--- src/rtl/reset_pkg.sv ---
// reset_pkg: shared state encoding and sizing helpers for staged reset release
//   seq_state_t : sequencer FSM states (DELAY, WAIT_ACK, RUN, FAULT)
//   clog2_max   : bits needed to count from 0 up to max(a, b) inclusive
package reset_pkg;

    typedef enum logic [1:0] {DELAY, WAIT_ACK, RUN, FAULT} seq_state_t;

    function automatic int clog2_max(input int a, input int b);
        return $clog2((a > b ? a : b) + 1);
    endfunction

endpackage

--- src/rtl/reset_sequencer.sv ---
// reset_sequencer: releases NUM_STAGES reset domains one at a time, each after a
// settling delay and the previous stage's acknowledge; supervises acks afterwards.
//   i_clk         system clock
//   i_rst_n       asynchronous active-low reset
//   i_sw_rst      level request to restart the whole sequence
//   i_stage_ack   per-stage ready acknowledge
//   o_stage_rst   active-high reset per stage, bit 0 released first
//   o_busy        sequence in progress
//   o_done        all stages released and acknowledged
//   o_fault       acknowledge timeout or acknowledge loss
//   o_fault_stage index of the stage that faulted
module reset_sequencer
    import reset_pkg::*;
#(
    parameter int NUM_STAGES  = 4,
    parameter int STAGE_DELAY = 16,
    parameter int ACK_TIMEOUT = 1024
) (
    input  logic                  i_clk,
    input  logic                  i_rst_n,
    input  logic                  i_sw_rst,
    input  logic [NUM_STAGES-1:0] i_stage_ack,
    output logic [NUM_STAGES-1:0] o_stage_rst,
    output logic                  o_busy,
    output logic                  o_done,
    output logic                  o_fault,
    output logic [(NUM_STAGES > 1 ? $clog2(NUM_STAGES) : 1)-1:0] o_fault_stage
);

    localparam int SW = NUM_STAGES > 1 ? $clog2(NUM_STAGES) : 1;
    localparam int CW = clog2_max(STAGE_DELAY, ACK_TIMEOUT);
    localparam logic [CW-1:0] CNT_MAX  = CW'(STAGE_DELAY > ACK_TIMEOUT ? STAGE_DELAY : ACK_TIMEOUT);
    localparam logic [CW-1:0] DLY_LAST = CW'(STAGE_DELAY - 1);
    localparam logic [CW-1:0] TO_LAST  = CW'(ACK_TIMEOUT - 1);
    localparam logic [SW-1:0] K_LAST   = SW'(NUM_STAGES - 1);

    seq_state_t            state, state_nxt;
    logic [SW-1:0]         k, k_nxt, low, fault_idx, fs_nxt;
    logic [CW-1:0]         cnt, cnt_nxt;
    logic [NUM_STAGES-1:0] rst_nxt;
    logic                  busy_nxt, done_nxt, fault_nxt, go_fault;

    // Lowest-index dropped acknowledge, reported when supervision trips in RUN.
    always_comb begin
        low = '0;
        for (int i = NUM_STAGES - 1; i >= 0; i--)
            if (!i_stage_ack[i]) low = SW'(i);
    end

    always_comb begin
        state_nxt = state;
        k_nxt     = k;
        // The counter saturates so it can never wrap back into a terminal match.
        cnt_nxt   = cnt == CNT_MAX ? cnt : cnt + CW'(1);
        rst_nxt   = o_stage_rst;
        busy_nxt  = o_busy;
        done_nxt  = o_done;
        fault_nxt = o_fault;
        fs_nxt    = o_fault_stage;
        go_fault  = 1'b0;
        fault_idx = k;
        if (i_sw_rst) begin
            state_nxt = DELAY;
            k_nxt     = '0;
            cnt_nxt   = '0;
            rst_nxt   = '1;
            busy_nxt  = 1'b1;
            done_nxt  = 1'b0;
            fault_nxt = 1'b0;
        end else begin
            case (state)
                DELAY: if (cnt == DLY_LAST) begin
                    rst_nxt[k] = 1'b0;
                    state_nxt  = WAIT_ACK;
                    cnt_nxt    = '0;
                end
                // An ack sampled on the timeout edge wins over the fault.
                WAIT_ACK: if (i_stage_ack[k]) begin
                    cnt_nxt = '0;
                    if (k == K_LAST) begin
                        state_nxt = RUN;
                        done_nxt  = 1'b1;
                        busy_nxt  = 1'b0;
                    end else begin
                        k_nxt     = k + SW'(1);
                        state_nxt = DELAY;
                    end
                end else if (cnt == TO_LAST) begin
                    go_fault = 1'b1;
                end
                RUN: if (!(&i_stage_ack)) begin
                    go_fault  = 1'b1;
                    fault_idx = low;
                end
                FAULT: ;
            endcase
            if (go_fault) begin
                state_nxt = FAULT;
                rst_nxt   = '1;
                fault_nxt = 1'b1;
                fs_nxt    = fault_idx;
                busy_nxt  = 1'b0;
                done_nxt  = 1'b0;
            end
        end
    end

    always_ff @(posedge i_clk or negedge i_rst_n) begin
        if (!i_rst_n) begin
            state         <= DELAY;
            k             <= '0;
            cnt           <= '0;
            o_stage_rst   <= '1;
            o_busy        <= 1'b1;
            o_done        <= 1'b0;
            o_fault       <= 1'b0;
            o_fault_stage <= '0;
        end else begin
            state         <= state_nxt;
            k             <= k_nxt;
            cnt           <= cnt_nxt;
            o_stage_rst   <= rst_nxt;
            o_busy        <= busy_nxt;
            o_done        <= done_nxt;
            o_fault       <= fault_nxt;
            o_fault_stage <= fs_nxt;
        end
    end

endmodule
--- config.mk ---
export PLATFORM = sky130hd
export DESIGN_NAME = reset_sequencer
export DESIGN_NICKNAME = d
export VERILOG_FILES = /design/src/rtl/reset_pkg.sv /design/src/rtl/reset_sequencer.sv
export SDC_FILE = /design/constraint.sdc
export NUM_CORES = 1
export LEC_CHECK = 0
export CAP_MARGIN = 20
export CORE_ASPECT_RATIO = 0.8
export CORE_MARGIN = 2
export CORE_UTILIZATION = 55
export DETAILED_ROUTE_END_ITERATION = 7
export GPL_TIMING_DRIVEN = 0
export PLACE_DENSITY = 0.8
export RECOVER_POWER = 100
export SKIP_CTS_REPAIR_TIMING = 1
export SYNTH_ARGS = -nofsm -noshare
export SYNTH_HDL_FRONTEND = slang
export SYNTH_SLANG_ARGS = --single-unit
--- constraint.sdc ---
create_clock -name i_clk -period 2.6 [get_ports i_clk]
set_clock_uncertainty 0.15 [all_clocks]
set_input_delay 0.52 -clock i_clk [delete_from_list [all_inputs] [get_ports i_clk]]
set_output_delay 0.52 -clock i_clk [all_outputs]
set_load 0.05 [all_outputs]
Word level (Yosys, flattened, before mapping)

Cells that the tools add are included.

Add/subtract/negate cells: 2
Order comparisons: 2
Eq/ne operators: 9
Mux-type cells: 46
Bitwise logic cells: 3
Reductions and logical operators: 17

Operator list:

| cell                    | number |
|---|---|
| $mux W11                | 4 |
| $mux W2                 | 15 |
| $pmux W11 S2            | 1 |
| $mux W1                 | 18 |
| $mux W4                 | 4 |
| $reduce_bool A3 Y1      | 5 |
| $add A11 B1 Y11 const B | 1 |
| $eq A11 B10 Y1 const B  | 1 |
| $eq A11 B11 Y1 const B  | 1 |
| $eq A11 B4 Y1 const B   | 1 |
| $reduce_and A3 Y1       | 3 |
| $ne A4 B4 Y1 const B    | 2 |
| $reduce_bool A2 Y1      | 3 |
| $and A4 B4 Y4           | 1 |
| $eq A2 B2 Y1 const B    | 2 |
| $not A4 Y4              | 1 |
| $pmux W2 S2             | 1 |
| $reduce_and A2 Y1       | 2 |
| $reduce_and A4 Y1       | 1 |
| $reduce_bool A4 Y1      | 1 |
| $lt A2 B3 Y1 const B    | 1 |
| $add A2 B1 Y2 const B   | 1 |
| $bmux W1 S2             | 1 |
| $demux W1 S2            | 1 |
| other kinds (7)         | 7 |

Register bits: 24

Depth between registers and ports, before layout

Depth after elaboration: 10
Gate-level depth with buffers: 8
Mapped depth without buffers: 7

Worst setup path before layout

No wires, ideal clock.

Path type: reg-to-reg
Start point: register state[1]
End point: register o_fault_stage[0] in the netlist's numbering
Library setup time: 125 ps
Data arrival time: 1849 ps
Data required time: 2325 ps
Path slack: 476 ps
Cell stages (with the launch flop): 9
Path buffers: 1
Cell sequence: dfrtp_1 inv_1 ha_1 clkbuf_1 nand2_1 o22ai_2 a41oi_2 nor2_1 mux2_2

Longest elaborated chain between the ends: 4
Elaborated cells on any way between the ends: 6
Those cells by class: eq/ne (2); mux (3); reduce/logical (1)

Ends and longest elaborated chain:

| element                                      | line                   | RTL |
|---|---|---|
| start, declared                              | reset_sequencer.sv:37  | `seq_state_t state, state_nxt;` |
| start signal, assigned                       | reset_sequencer.sv:119 | `state <= state_nxt;` |
| $eq A2 B2 Y1 or $eq A2 B1 Y1 (tied branches) | reset_sequencer.sv:71  | `case (state)` |
| $pmux W1 S2                                  | reset_sequencer.sv:71  |  |
| $mux W1                                      | reset_sequencer.sv:62  | `if (i_sw_rst) begin` |
| $reduce_and A2 Y1 (no source line)           | --                     |  |
| end signal, assigned                         | reset_sequencer.sv:126 | `o_fault_stage <= fs_nxt;` |
| end, declared                                | reset_sequencer.sv:27  | `output logic [(NUM_STAGES > 1 ? $clog2(NUM_STAGES) : 1)-1:0] o_fault_stage` |

Several ways; a longest one is shown, not always the timed one. The select of a mux whose other input is x is not followed.
A chain may end at the register's enable or synchronous reset.

Worst setup path after layout

Start point: input port i_stage_ack[1]
End point: register o_fault_stage[1] in the netlist's numbering

Longest elaborated chain between the ends: 6
Elaborated cells on any way between the ends: 12
Those cells by class: mux (10); reduce/logical (2)

Ends and longest elaborated chain:

| element                            | line                  | RTL |
|---|---|---|
| start, declared                    | reset_sequencer.sv:22 | `input logic [NUM_STAGES-1:0] i_stage_ack,` |
| $bmux W1 S2                        | reset_sequencer.sv:78 | `WAIT_ACK: if (i_stage_ack[k]) begin` |
| $mux W1 (implied by the code)      | reset_sequencer.sv:78 |  |
| $mux W1                            | reset_sequencer.sv:78 |  |
| $pmux W1 S2                        | reset_sequencer.sv:71 |  |
| $mux W1                            | reset_sequencer.sv:62 |  |
| $reduce_and A2 Y1 (no source line) | --                    |  |

Several ways; a longest one is shown, not always the timed one. The select of a mux whose other input is x is not followed.

==> reports/qor.txt <==
depth of the worst hold-timing path = 1
share of cells above drive strength 1 = 14.9%
Peak Freq = 0.409 GHz
die height = 49.7 um
gpl congestion = 0.834
critical path peak fanout = 6
Power, Total = 0.00105 W
most common cell after layout, fill and taps aside = nor2_1
Core Util, Final = 67.1%
crit path DAT = 2.52 ns
CTS H-Tree Depth = 1
DRC = 0
CP Data Required Time = 2.67 ns
Gate Count Post-Synth = 143
Clock transition at path regs = 0.13 ns
cts bufs inserted = 3
die area = 0.00303 mm^2
Setup violations, final = 0
Area contributors post-synth = dfrtp_1 (33%), dfstp_2 (9.2%), ha_1 (8.7%)
Max VDD drop = 0.432 mV
largest family of logic cells by synthesized area = simple AND/OR/NAND/NOR gates
vias = 1,060
commonest cells after routing, fill and taps aside = nor2_1 (20), dfrtp_1 (19), nand2_1 (15)
CP startpoint = i_stage_ack[1]
num rows = 16
root buf cell = clkbuf_4
mux contribution to synthesized area = 5.33%
Fin. Hold Viols = 0
worst hold path startpoint = o_fault_stage[0]$_DFFE_PN0P_
CP Launch Type = input port
Fin Setup TNS = 0 ns
Hold WC Path Type = flip-flop to flip-flop
TritonRoute pass-1 iters = 4
RR Startpoint = state[1]$_DFFE_PN0P_
Ys Warns = 0
post-synthesis xor/xnor area fraction = 6.72%
# diodes = 0
Seq/Total Area, Yosys = 42.4%
Worst Tran Pin Value = 0.762 ns
worst rel slew slack = 49.2%
Via-to-Cell Ratio = 5.38
Pins Over Slew Limit = 0
Sink Count = 24
pin count of the biggest net entering global routing = 25
post-detail-place hpwl = 2.08 mm
num ports = 16
fin worst setup slack = 0.155 ns
fin crit period = 2.44 ns
Pwr Density = 634 mW/mm^2
Total Wirelength = 2.85 mm
nature of the critical path endpoint = flip-flop
hold slack final = 0.364 ns
grt ovf = 0
Die Span X = 61.1 um
TritonCTS clock tree = yes
initial antenna violation count = 0
adder-cell share of the synthesized area = 8.73%
Initial Utilization = 58.2%
pre-CTS setup slack = -0.107 ns
first-pass GRT wire length = 5.02 mm
Core Footprint = 0.00246 mm^2
clock tree buffer depth = 2
mapped cell area = 0.00143 mm^2
fill count = 211
Synth top area share = 33.2%
distinct cell type count after synthesis = 35
port buffer count = 14
area leader, netlist = dfrtp_1
R2R cell count = 7
#FFs+latches synth = 24
wire per inst = 14.5 um
area grow syn2layout = 15.3%
DR iter-0 viols = 24
status = finished clean
syn_nets = 160
post-synthesis simple-gate area fraction = 18.9%
Max Cap Violations = 0
vias in the first global route = 1,070
Final #Nets = 179
setup repair after global routing missed its margin = no
remaining antenna violation count after routing = 0
Syn Area/Cell = 10.0 um^2
critical path class = input port to flip-flop
latest clock arrival within the worst-skew pair = 0.32 ns
Static Leak = 0.727 nW
Compound-Gate Fraction of Synth Area = 13.3%
period utilisation layout = 94.0%
gr usage total = 22.5%
==> report_power, final <==
part | switching (W) | total [W] | internal, W
logic | 0.000213 | 0.000338 | 0.000125
clock network | 0.000112 | 0.000268 | 0.000156
registers | 0.0000300 | 0.000440 | 0.000410
total | 0.000355 | 0.00105 | 0.000692
==> synthesized netlist by cell type <==
library cell,count
a21oi_1,7
nand3b_1,1
a41oi_1,2
o21ai_0,2
a31o_2,1
dfrtp_1,19
nand2_1,15
nand3_2,1
xor2_1,5
inv_1,13
o21bai_2,1
nor3_1,1
clkbuf_1,2
ha_1,10
or4_4,1
o31ai_2,1
and3_1,1
o22ai_2,1
nor2_1,20
nand4b_1,1
or2_2,1
nand2b_1,2
a41o_1,2
a41oi_2,1
a21oi_2,1
nand3_1,2
nand4_1,3
buf_6,1
a21boi_1,1
mux2_2,5
a21o_1,4
nor4_4,2
xnor2_1,6
mux2i_1,2
dfstp_2,5
==> area by class of cell <==
cell class              count  area [um^2]  area share [%]
multi-input cells         103          746            45.2
flip-flops and latches     24          607            36.7
repair buffers             15          144            8.71
inverters                  13         48.8            2.95
well taps                  36         45.0            2.73
clock inverters             1         30.0            1.82
clock buffers               3         22.5            1.36
plain buffers               2         8.76           0.530
==> per-stage QoR <==
stage | instances | cell area (um^2)
global placement | 193 | 1620
CTS | 197 | 1670
global route | 197 | 1650
detailed placement | 193 | 1620
finish | 197 | 1650
floorplan | 143 | 1430
==> cells by family (layout without fill, tap and decap cells) <==
kind of cell,count (synthesis),count (layout)
adder cells (fa/ha/maj),10,10
AO/OA/AOI/OAI,24,24
XOR/XNOR,11,11
multiplexers,7,7
buffers and inverters,16,34
flip-flops,24,24
AND/OR/NAND/NOR,51,51
==> metal layers <==
metal	routed length, um	part of all wire, %	track usage (%)
met1	1290	45	29.8
met2	1420	50	36.3
met3	104	3.7	5.51
met4	27	0.95	6.16
met5	0	0	0
==> critical path: stages <==
cell	delay (ns)
clkdlybuf4s50_1	0.48
mux2_1	0.36
o22ai_2	0.30
a41oi_2	0.26
nor2_1	0.23
mux2_2	0.36
==> registers in the layout, summed over array words and instances, names as in the netlist <==
signal / flops
cnt: 11
k: 2
o_busy: 1
o_done: 1
o_fault: 1
o_fault_stage: 2
o_stage_rst: 4
state: 2
==> final timing paths <==
kind	endpoint	slack [ns]
max	o_fault_stage[1]$_DFFE_PN0P_	0.16
max in group asynchronous	o_fault$_DFFE_PN0P_	0.87
min reg2reg	o_fault_stage[0]$_DFFE_PN0P_	0.36
max reg2reg	o_fault_stage[1]$_DFFE_PN0P_	0.24
min	o_fault_stage[0]$_DFFE_PN0P_	0.36
min in group asynchronous	cnt[0]$_DFF_PN0_	0.41
(Power assumes the default switching activity.)
